### src/rtl/io_bus_master_if.sv
// Core-request / peripheral-bus bundle for io_bus_master.
// The master modport is the bus master's view; slave is the core + peripheral side.
interface io_bus_master_if #(
  parameter int unsigned XLEN = 32
) ();
  logic            req_valid;
  logic            req_ready;
  logic            req_write;
  logic [XLEN-1:0] req_addr;
  logic [XLEN-1:0] req_wdata;
  logic [1:0]      req_byte_size;
  logic [2:0]      req_burst_len;

  logic            resp_valid;
  logic [XLEN-1:0] resp_rdata;
  logic            resp_last;
  logic            resp_err;

  logic [XLEN-1:0] io_addr;
  logic            io_read;
  logic            io_write;
  logic [XLEN-1:0] io_wdata;
  logic [1:0]      io_byte_size;
  logic            burst;
  logic [2:0]      burst_size;
  logic            read_ready;
  logic [XLEN-1:0] io_rdata;
  logic            io_ready;

  modport master (
    input  req_valid, req_write, req_addr, req_wdata, req_byte_size, req_burst_len,
    input  io_rdata, io_ready,
    output req_ready, resp_valid, resp_rdata, resp_last, resp_err,
    output io_addr, io_read, io_write, io_wdata, io_byte_size, burst, burst_size, read_ready
  );

  modport slave (
    output req_valid, req_write, req_addr, req_wdata, req_byte_size, req_burst_len,
    output io_rdata, io_ready,
    input  req_ready, resp_valid, resp_rdata, resp_last, resp_err,
    input  io_addr, io_read, io_write, io_wdata, io_byte_size, burst, burst_size, read_ready
  );
endinterface

### src/rtl/io_bus_master.sv
// Single/burst peripheral-bus master: one request in, one response pulse per beat,
// per-beat ACCESS timeout, misaligned requests answered with an error and never issued.
module io_bus_master #(
  parameter int unsigned XLEN           = 32,
  parameter int unsigned TIMEOUT_CYCLES = 255
) (
  input logic             pclk,
  input logic             rst,
  io_bus_master_if.master bus
);
  typedef enum logic [1:0] {IDLE, ACCESS, GAP} state_t;

  state_t          r_state, w_next;
  logic            r_write;
  logic [2:0]      r_len, r_beat;
  logic [15:0]     r_tmo;
  logic [XLEN-1:0] r_addr, r_wdata, r_rdata;
  logic [1:0]      r_size;
  logic            r_burst;
  logic [2:0]      r_bsize;
  logic            r_resp_valid, r_resp_last, r_resp_err, r_read_ready;

  logic            w_accept, w_misalign, w_beat_ok, w_timeout;
  logic [1:0]      w_eff_size;

  assign w_accept   = (r_state == IDLE) & bus.req_valid;
  assign w_eff_size = (bus.req_burst_len != 3'd0) ? 2'd2 : bus.req_byte_size;
  assign w_misalign = (bus.req_byte_size == 2'd3)
                    | ((w_eff_size == 2'd1) & bus.req_addr[0])
                    | ((w_eff_size == 2'd2) & (bus.req_addr[1:0] != 2'b00));
  // io_ready wins over a timeout landing on the same cycle
  assign w_beat_ok  = (r_state == ACCESS) & bus.io_ready;
  assign w_timeout  = (r_state == ACCESS) & ~bus.io_ready
                    & (r_tmo == 16'(TIMEOUT_CYCLES - 1));

  always_ff @(posedge pclk) begin
    if (rst) r_state <= IDLE;
    else     r_state <= w_next;
  end

  // GAP always follows a response pulse; resp_last there means the transaction is over
  always_comb begin
    w_next = r_state;
    unique case (r_state)
      IDLE:    if (w_accept) w_next = w_misalign ? GAP : ACCESS;
      ACCESS:  if (w_beat_ok || w_timeout) w_next = GAP;
      GAP:     w_next = r_resp_last ? IDLE : ACCESS;
      default: w_next = IDLE;
    endcase
  end

  always_ff @(posedge pclk) begin
    if (rst) begin
      r_write      <= 1'b0;
      r_len        <= '0;
      r_beat       <= '0;
      r_tmo        <= '0;
      r_addr       <= '0;
      r_wdata      <= '0;
      r_rdata      <= '0;
      r_size       <= '0;
      r_burst      <= 1'b0;
      r_bsize      <= '0;
      r_resp_valid <= 1'b0;
      r_resp_last  <= 1'b0;
      r_resp_err   <= 1'b0;
      r_read_ready <= 1'b0;
    end else begin
      r_resp_valid <= 1'b0;
      r_resp_last  <= 1'b0;
      r_resp_err   <= 1'b0;
      r_read_ready <= 1'b0;

      if (w_accept) begin
        r_write <= bus.req_write;
        r_addr  <= bus.req_addr;
        r_wdata <= bus.req_wdata;
        r_size  <= w_eff_size;
        r_len   <= bus.req_burst_len;
        r_burst <= (bus.req_burst_len != 3'd0);
        r_bsize <= bus.req_burst_len;
        r_beat  <= '0;
        r_tmo   <= '0;
        if (w_misalign) begin
          r_resp_valid <= 1'b1;
          r_resp_last  <= 1'b1;
          r_resp_err   <= 1'b1;
        end
      end

      if (w_beat_ok) begin
        r_resp_valid <= 1'b1;
        r_resp_last  <= (r_beat == r_len);
        if (!r_write) begin
          r_rdata      <= bus.io_rdata;
          r_read_ready <= 1'b1;
        end
      end else if (w_timeout) begin
        r_resp_valid <= 1'b1;
        r_resp_last  <= 1'b1;
        r_resp_err   <= 1'b1;
      end else if (r_state == ACCESS) begin
        r_tmo <= r_tmo + 16'd1;
      end

      if ((r_state == GAP) && !r_resp_last) begin
        r_addr <= r_addr + XLEN'(4);
        r_beat <= r_beat + 3'd1;
        r_tmo  <= '0;
      end
    end
  end

  assign bus.req_ready    = (r_state == IDLE);
  assign bus.io_read      = (r_state == ACCESS) & ~r_write;
  assign bus.io_write     = (r_state == ACCESS) &  r_write;
  assign bus.io_addr      = r_addr;
  assign bus.io_wdata     = r_wdata;
  assign bus.io_byte_size = r_size;
  assign bus.burst        = r_burst;
  assign bus.burst_size   = r_bsize;
  assign bus.resp_valid   = r_resp_valid;
  assign bus.resp_rdata   = r_rdata;
  assign bus.resp_last    = r_resp_last;
  assign bus.resp_err     = r_resp_err;
  assign bus.read_ready   = r_read_ready;
endmodule

### src/flat_wrapper.sv
// flat-port wrapper written by rule: the top's interface ports become plain ports
module io_bus_master_flat 
#(
  parameter int unsigned XLEN           = 32,
  parameter int unsigned TIMEOUT_CYCLES = 255
)
  (pclk, rst, bus_req_valid, bus_req_write, bus_req_addr, bus_req_wdata, bus_req_byte_size, bus_req_burst_len, bus_io_rdata, bus_io_ready, bus_req_ready, bus_resp_valid, bus_resp_rdata, bus_resp_last, bus_resp_err, bus_io_addr, bus_io_read, bus_io_write, bus_io_wdata, bus_io_byte_size, bus_burst, bus_burst_size, bus_read_ready);
  io_bus_master_if #(.XLEN(XLEN)) bus_i ();
  input logic pclk;
  input logic rst;
  input wire logic [$bits(bus_i.req_valid)-1:0] bus_req_valid;
  input wire logic [$bits(bus_i.req_write)-1:0] bus_req_write;
  input wire logic [$bits(bus_i.req_addr)-1:0] bus_req_addr;
  input wire logic [$bits(bus_i.req_wdata)-1:0] bus_req_wdata;
  input wire logic [$bits(bus_i.req_byte_size)-1:0] bus_req_byte_size;
  input wire logic [$bits(bus_i.req_burst_len)-1:0] bus_req_burst_len;
  input wire logic [$bits(bus_i.io_rdata)-1:0] bus_io_rdata;
  input wire logic [$bits(bus_i.io_ready)-1:0] bus_io_ready;
  output wire logic [$bits(bus_i.req_ready)-1:0] bus_req_ready;
  output wire logic [$bits(bus_i.resp_valid)-1:0] bus_resp_valid;
  output wire logic [$bits(bus_i.resp_rdata)-1:0] bus_resp_rdata;
  output wire logic [$bits(bus_i.resp_last)-1:0] bus_resp_last;
  output wire logic [$bits(bus_i.resp_err)-1:0] bus_resp_err;
  output wire logic [$bits(bus_i.io_addr)-1:0] bus_io_addr;
  output wire logic [$bits(bus_i.io_read)-1:0] bus_io_read;
  output wire logic [$bits(bus_i.io_write)-1:0] bus_io_write;
  output wire logic [$bits(bus_i.io_wdata)-1:0] bus_io_wdata;
  output wire logic [$bits(bus_i.io_byte_size)-1:0] bus_io_byte_size;
  output wire logic [$bits(bus_i.burst)-1:0] bus_burst;
  output wire logic [$bits(bus_i.burst_size)-1:0] bus_burst_size;
  output wire logic [$bits(bus_i.read_ready)-1:0] bus_read_ready;
  assign bus_i.req_valid = bus_req_valid;
  assign bus_i.req_write = bus_req_write;
  assign bus_i.req_addr = bus_req_addr;
  assign bus_i.req_wdata = bus_req_wdata;
  assign bus_i.req_byte_size = bus_req_byte_size;
  assign bus_i.req_burst_len = bus_req_burst_len;
  assign bus_i.io_rdata = bus_io_rdata;
  assign bus_i.io_ready = bus_io_ready;
  assign bus_req_ready = bus_i.req_ready;
  assign bus_resp_valid = bus_i.resp_valid;
  assign bus_resp_rdata = bus_i.resp_rdata;
  assign bus_resp_last = bus_i.resp_last;
  assign bus_resp_err = bus_i.resp_err;
  assign bus_io_addr = bus_i.io_addr;
  assign bus_io_read = bus_i.io_read;
  assign bus_io_write = bus_i.io_write;
  assign bus_io_wdata = bus_i.io_wdata;
  assign bus_io_byte_size = bus_i.io_byte_size;
  assign bus_burst = bus_i.burst;
  assign bus_burst_size = bus_i.burst_size;
  assign bus_read_ready = bus_i.read_ready;
  io_bus_master #(.XLEN(XLEN), .TIMEOUT_CYCLES(TIMEOUT_CYCLES)) u_core (.pclk(pclk), .rst(rst), .bus(bus_i));
endmodule
### config.mk
export PLATFORM = sky130hd
export DESIGN_NAME = io_bus_master_flat
export DESIGN_NICKNAME = d
export VERILOG_FILES = /design/src/rtl/io_bus_master_if.sv /design/src/rtl/io_bus_master.sv /design/src/flat_wrapper.sv
export SDC_FILE = /design/constraint.sdc
export NUM_CORES = 1
export LEC_CHECK = 0
export BUFFER_PORTS_ARGS = -buffer_cell sky130_fd_sc_hd__buf_4
export CAP_MARGIN = 20
export CELL_PAD_IN_SITES_DETAIL_PLACEMENT = 2
export CELL_PAD_IN_SITES_GLOBAL_PLACEMENT = 2
export CORE_ASPECT_RATIO = 1.75
export CORE_UTILIZATION = 29
export DETAILED_ROUTE_END_ITERATION = 16
export HOLD_SLACK_MARGIN = 0.05
export PLACE_DENSITY = 0.95
export SLEW_MARGIN = 10
export SYNTH_ARGS = -nofsm -noshare
export SYNTH_HDL_FRONTEND = slang
export SYNTH_SLANG_ARGS = --single-unit
### constraint.sdc
create_clock -name pclk -period 2.7 [get_ports pclk]
set_input_delay 0.27 -clock pclk [delete_from_list [all_inputs] [get_ports pclk]]
set_output_delay 0.27 -clock pclk [all_outputs]
set_load 0.05 [all_outputs]
==> out/metrics.yaml <==
status: "complete, no violations"
ys_seq_area_frac: 0.467
required_ns: 3.05
synth_ff_type: "dfxtp_1"
finalNetCount: 994
drc: 0
power_frac_seq: 0.361
async_flop_share: 0
synthTopCellsByCount: "nand2_1, dfxtp_1, a21oi_1, clkbuf_1, nor2_1"
p_leak_uw: 0.00329
synth_simple_gate_area_share: 0.270
reg2reg_depth: 5
synth-edff-count: 0
worstPathArrival_ns: 2.65
hold_depth: 3
rr_endpoint: "u_core.bus.io_addr[18]"
cts_sinks: 128
grtUsageTotal: 0.241
synth_area_sq_um: 5490
grt_overflow: 0
slew_headroom: 0.457
cts-resized-gates: 0
hold_path_end: "u_core.bus.io_addr[15]"
cts.path.max_buffers: 2
muxShareOfSynthArea: 0.0103
post-route-cell-area_sq_um: 7960
start_util: 0.295
htree_levels: 4
avgSynthCellArea_sq_um: 8.00
clock_skew_ns: 0.0122
slew_violations: 0
viasPerCell: 5.30
io_pins: 215
setup-tns-final_ns: 0
cts.clk_slew.worst_paths_ns: 0.06
cts-root-buf: "clkbuf_16"
setup_viol: 0
yosysTopAreaCell: "dfxtp_1"
synth_nets: 796
grt_pass1_vias: 6680
min_path_type: "input port to register"
cp-start-kind: "register"
rr_startpoint: "u_core.r_state[1]"
drtPass1Iterations: 4
first_iter_violations: 223
routed_wl_mm: 23.4
synth_compound_area_frac: 0.168
ir_drop_uv: 410
syn_inst: 686
place.port_buffers: 214
num_rows: 66
rsz0062_at_grt: "no"
place_ws_ns: 0.448
ant_nets: 0
grt_max_degree: 50
cts_made_buffers: 17
core_area_sq_um: 18600
fp.dieH_um: 184
max_freq_mhz: 435
wire_per_inst_um: 20.6
hpwl_mm: 16.1
gp_congestion: 0.786
crit_fanout: 9
place_area_sq_um: 7300
net-switching-power_uw: 1810
drive_above_1_share: 0.304
clock_latency_ns: 0.43
max_cap_viol_count: 0
grt_pass1_wl_mm: 36.0
pwr-share-comb: 0.191
num_antenna_cells: 0
worstMarginPinSlew_ns: 0.812
setup_slack_ns: 0.402
synthTopCellsByArea: "dfxtp_1, nand2_1, a21oi_1"
die_w_um: 106
rrSetupSlack_ns: 0.40
synthXorXnorAreaFrac: 0.0383
fillers: 2113
min_period_ns: 2.30
clkPwrFrac: 0.448
ys_seq_elements: 128
ys_types: 50
fp.dieArea_sq_um: 19500
holdCritStartpoint: "bus_req_addr[15]"
yosysTopAreaCellShare: 0.467
power_density_nw_per_um2: 737
hold_viol_final: 0
yosysWarnings: 0
cts_setup_buffers: 0
synth_top_family_by_area: "simple AND/OR/NAND/NOR gates"
synth.most_common_cell: "nand2_1"
cts_tree: "done"
antenna_found_initial: 0
final.period_utilization: 0.851
crit_type: "register to register"
vias: 6021
p_int_uw: 4060
hold_buffers: 0
layout.cells.non_filler: 1135
end_kind: "register"
synthAdderAreaFrac: 0.00912
p_sw_frac: 0.309
place_inst: 1103
syn2layout_area_growth_pct: 45.0
## metrics by stage
step	util	hold WS, ns	power, uW
2_1_floorplan	-	0.379	2820
3_3_place_gp	0.393	0.442	3230
3_5_place_dp	0.393	0.451	3270
4_1_cts	0.429	0.0649	5910
5_1_grt	0.429	0.0729	6040
6_report	0.429	0.0830	5870
## worst max-delay path by stage
stage | start | endpoint | cells past startpoint | slack (ns)
final | u_core.r_state[1] | u_core.bus.io_addr[18] | 5 | 0.40
after global placement | u_core.r_state[1] | u_core.bus.io_addr[18] | 5 | 0.63
after global routing | u_core.r_state[1] | u_core.bus.io_addr[18] | 5 | 0.28
after floorplan | u_core.bus.io_addr[2] | u_core.bus.io_addr[18] | 7 | 0.58
after CTS | u_core.r_state[1] | u_core.bus.io_addr[18] | 5 | 0.39
after detailed placement | u_core.r_state[1] | u_core.bus.io_addr[18] | 5 | 0.45
## routing by layer
| layer | wire length (um) | vias up | track usage |
|---|---|---|---|
| met5 | 0 | - | 0 |
| met4 | 1030 | 0 | 0.131 |
| met3 | 1200 | 59 | 0.0606 |
| met2 | 12700 | 193 | 0.445 |
| met1 | 8470 | 2973 | 0.245 |
| li1 | - | 2796 | - |
## cell families (layout without fill, tap and decap cells)
| logic type | count (synthesis) | in the layout |
|---|---|---|
| and+or+nand+nor | 316 | 316 |
| AOI/OAI and AO/OA | 157 | 157 |
| DFF | 128 | 128 |
| buffers and inverters | 52 | 263 |
| xor gates and xnor gates | 24 | 24 |
| muxes | 5 | 5 |
| adders and majority gates | 4 | 4 |
## layout make-up
cell class              count  area [sq um]  area share
repair buffers            226          1700       0.213
clock inverters            13           210      0.0264
flip-flops and latches    128          2560       0.322
well taps                 238           298      0.0374
multi-input cells         506          2720       0.342
inverters                   5          18.8     0.00236
clock buffers              19           453      0.0569
## state kept, by name, summed over array words and instances (netlist names)
signal                   flops
u_core.r_len                 3
u_core.r_write               1
u_core.bus.read_ready        1
u_core.bus.resp_last         1
u_core.bus.burst             1
u_core.r_beat                3
u_core.bus.resp_rdata       32
u_core.bus.io_addr          32
u_core.r_tmo                16
u_core.bus.io_wdata         32
u_core.bus.resp_valid        1
u_core.bus.io_byte_size      2
u_core.bus.resp_err          1
u_core.r_state               2
## layout by cell type (no fill, tap or decap), types with 3 or more instances in the layout
cell	instances
xnor2_1	5
nand2_1	170
nor2_1	36
nor3_1	6
nand2b_1	3
ha_1	4
bufinv_16	5
clkinv_4	4
o22ai_1	11
o211ai_1	4
clkbuf_16	17
and4_1	5
or3_1	6
or4_1	3
nand4_1	21
nand3_1	21
dfxtp_1	128
mux2_2	5
a31oi_1	7
and2_1	6
buf_4	226
xor2_1	19
inv_1	5
nor4_1	8
o21ai_0	9
a211oi_1	3
and3_1	14
a22oi_1	16
a21oi_1	91
a221oi_1	3
## worst max-delay path: stages, from the launching register on
cell and delay, ns:
dfxtp_1 0.48, nor3b_2 0.59, nand2_1 0.31, nor4_1 0.32
mux2_2 0.38, a21oi_1 0.13
## power groups by stage
stage               clock network [uW]  logic, uW  registers (uW)
floorplan                            0        338            2480
global placement                     0       1090            2140
detailed placement                   0       1120            2150
CTS                               2660       1130            2120
global route                      2730       1180            2130
finish                            2630       1120            2120
Note: power is estimated with default switching activity, not from simulation.
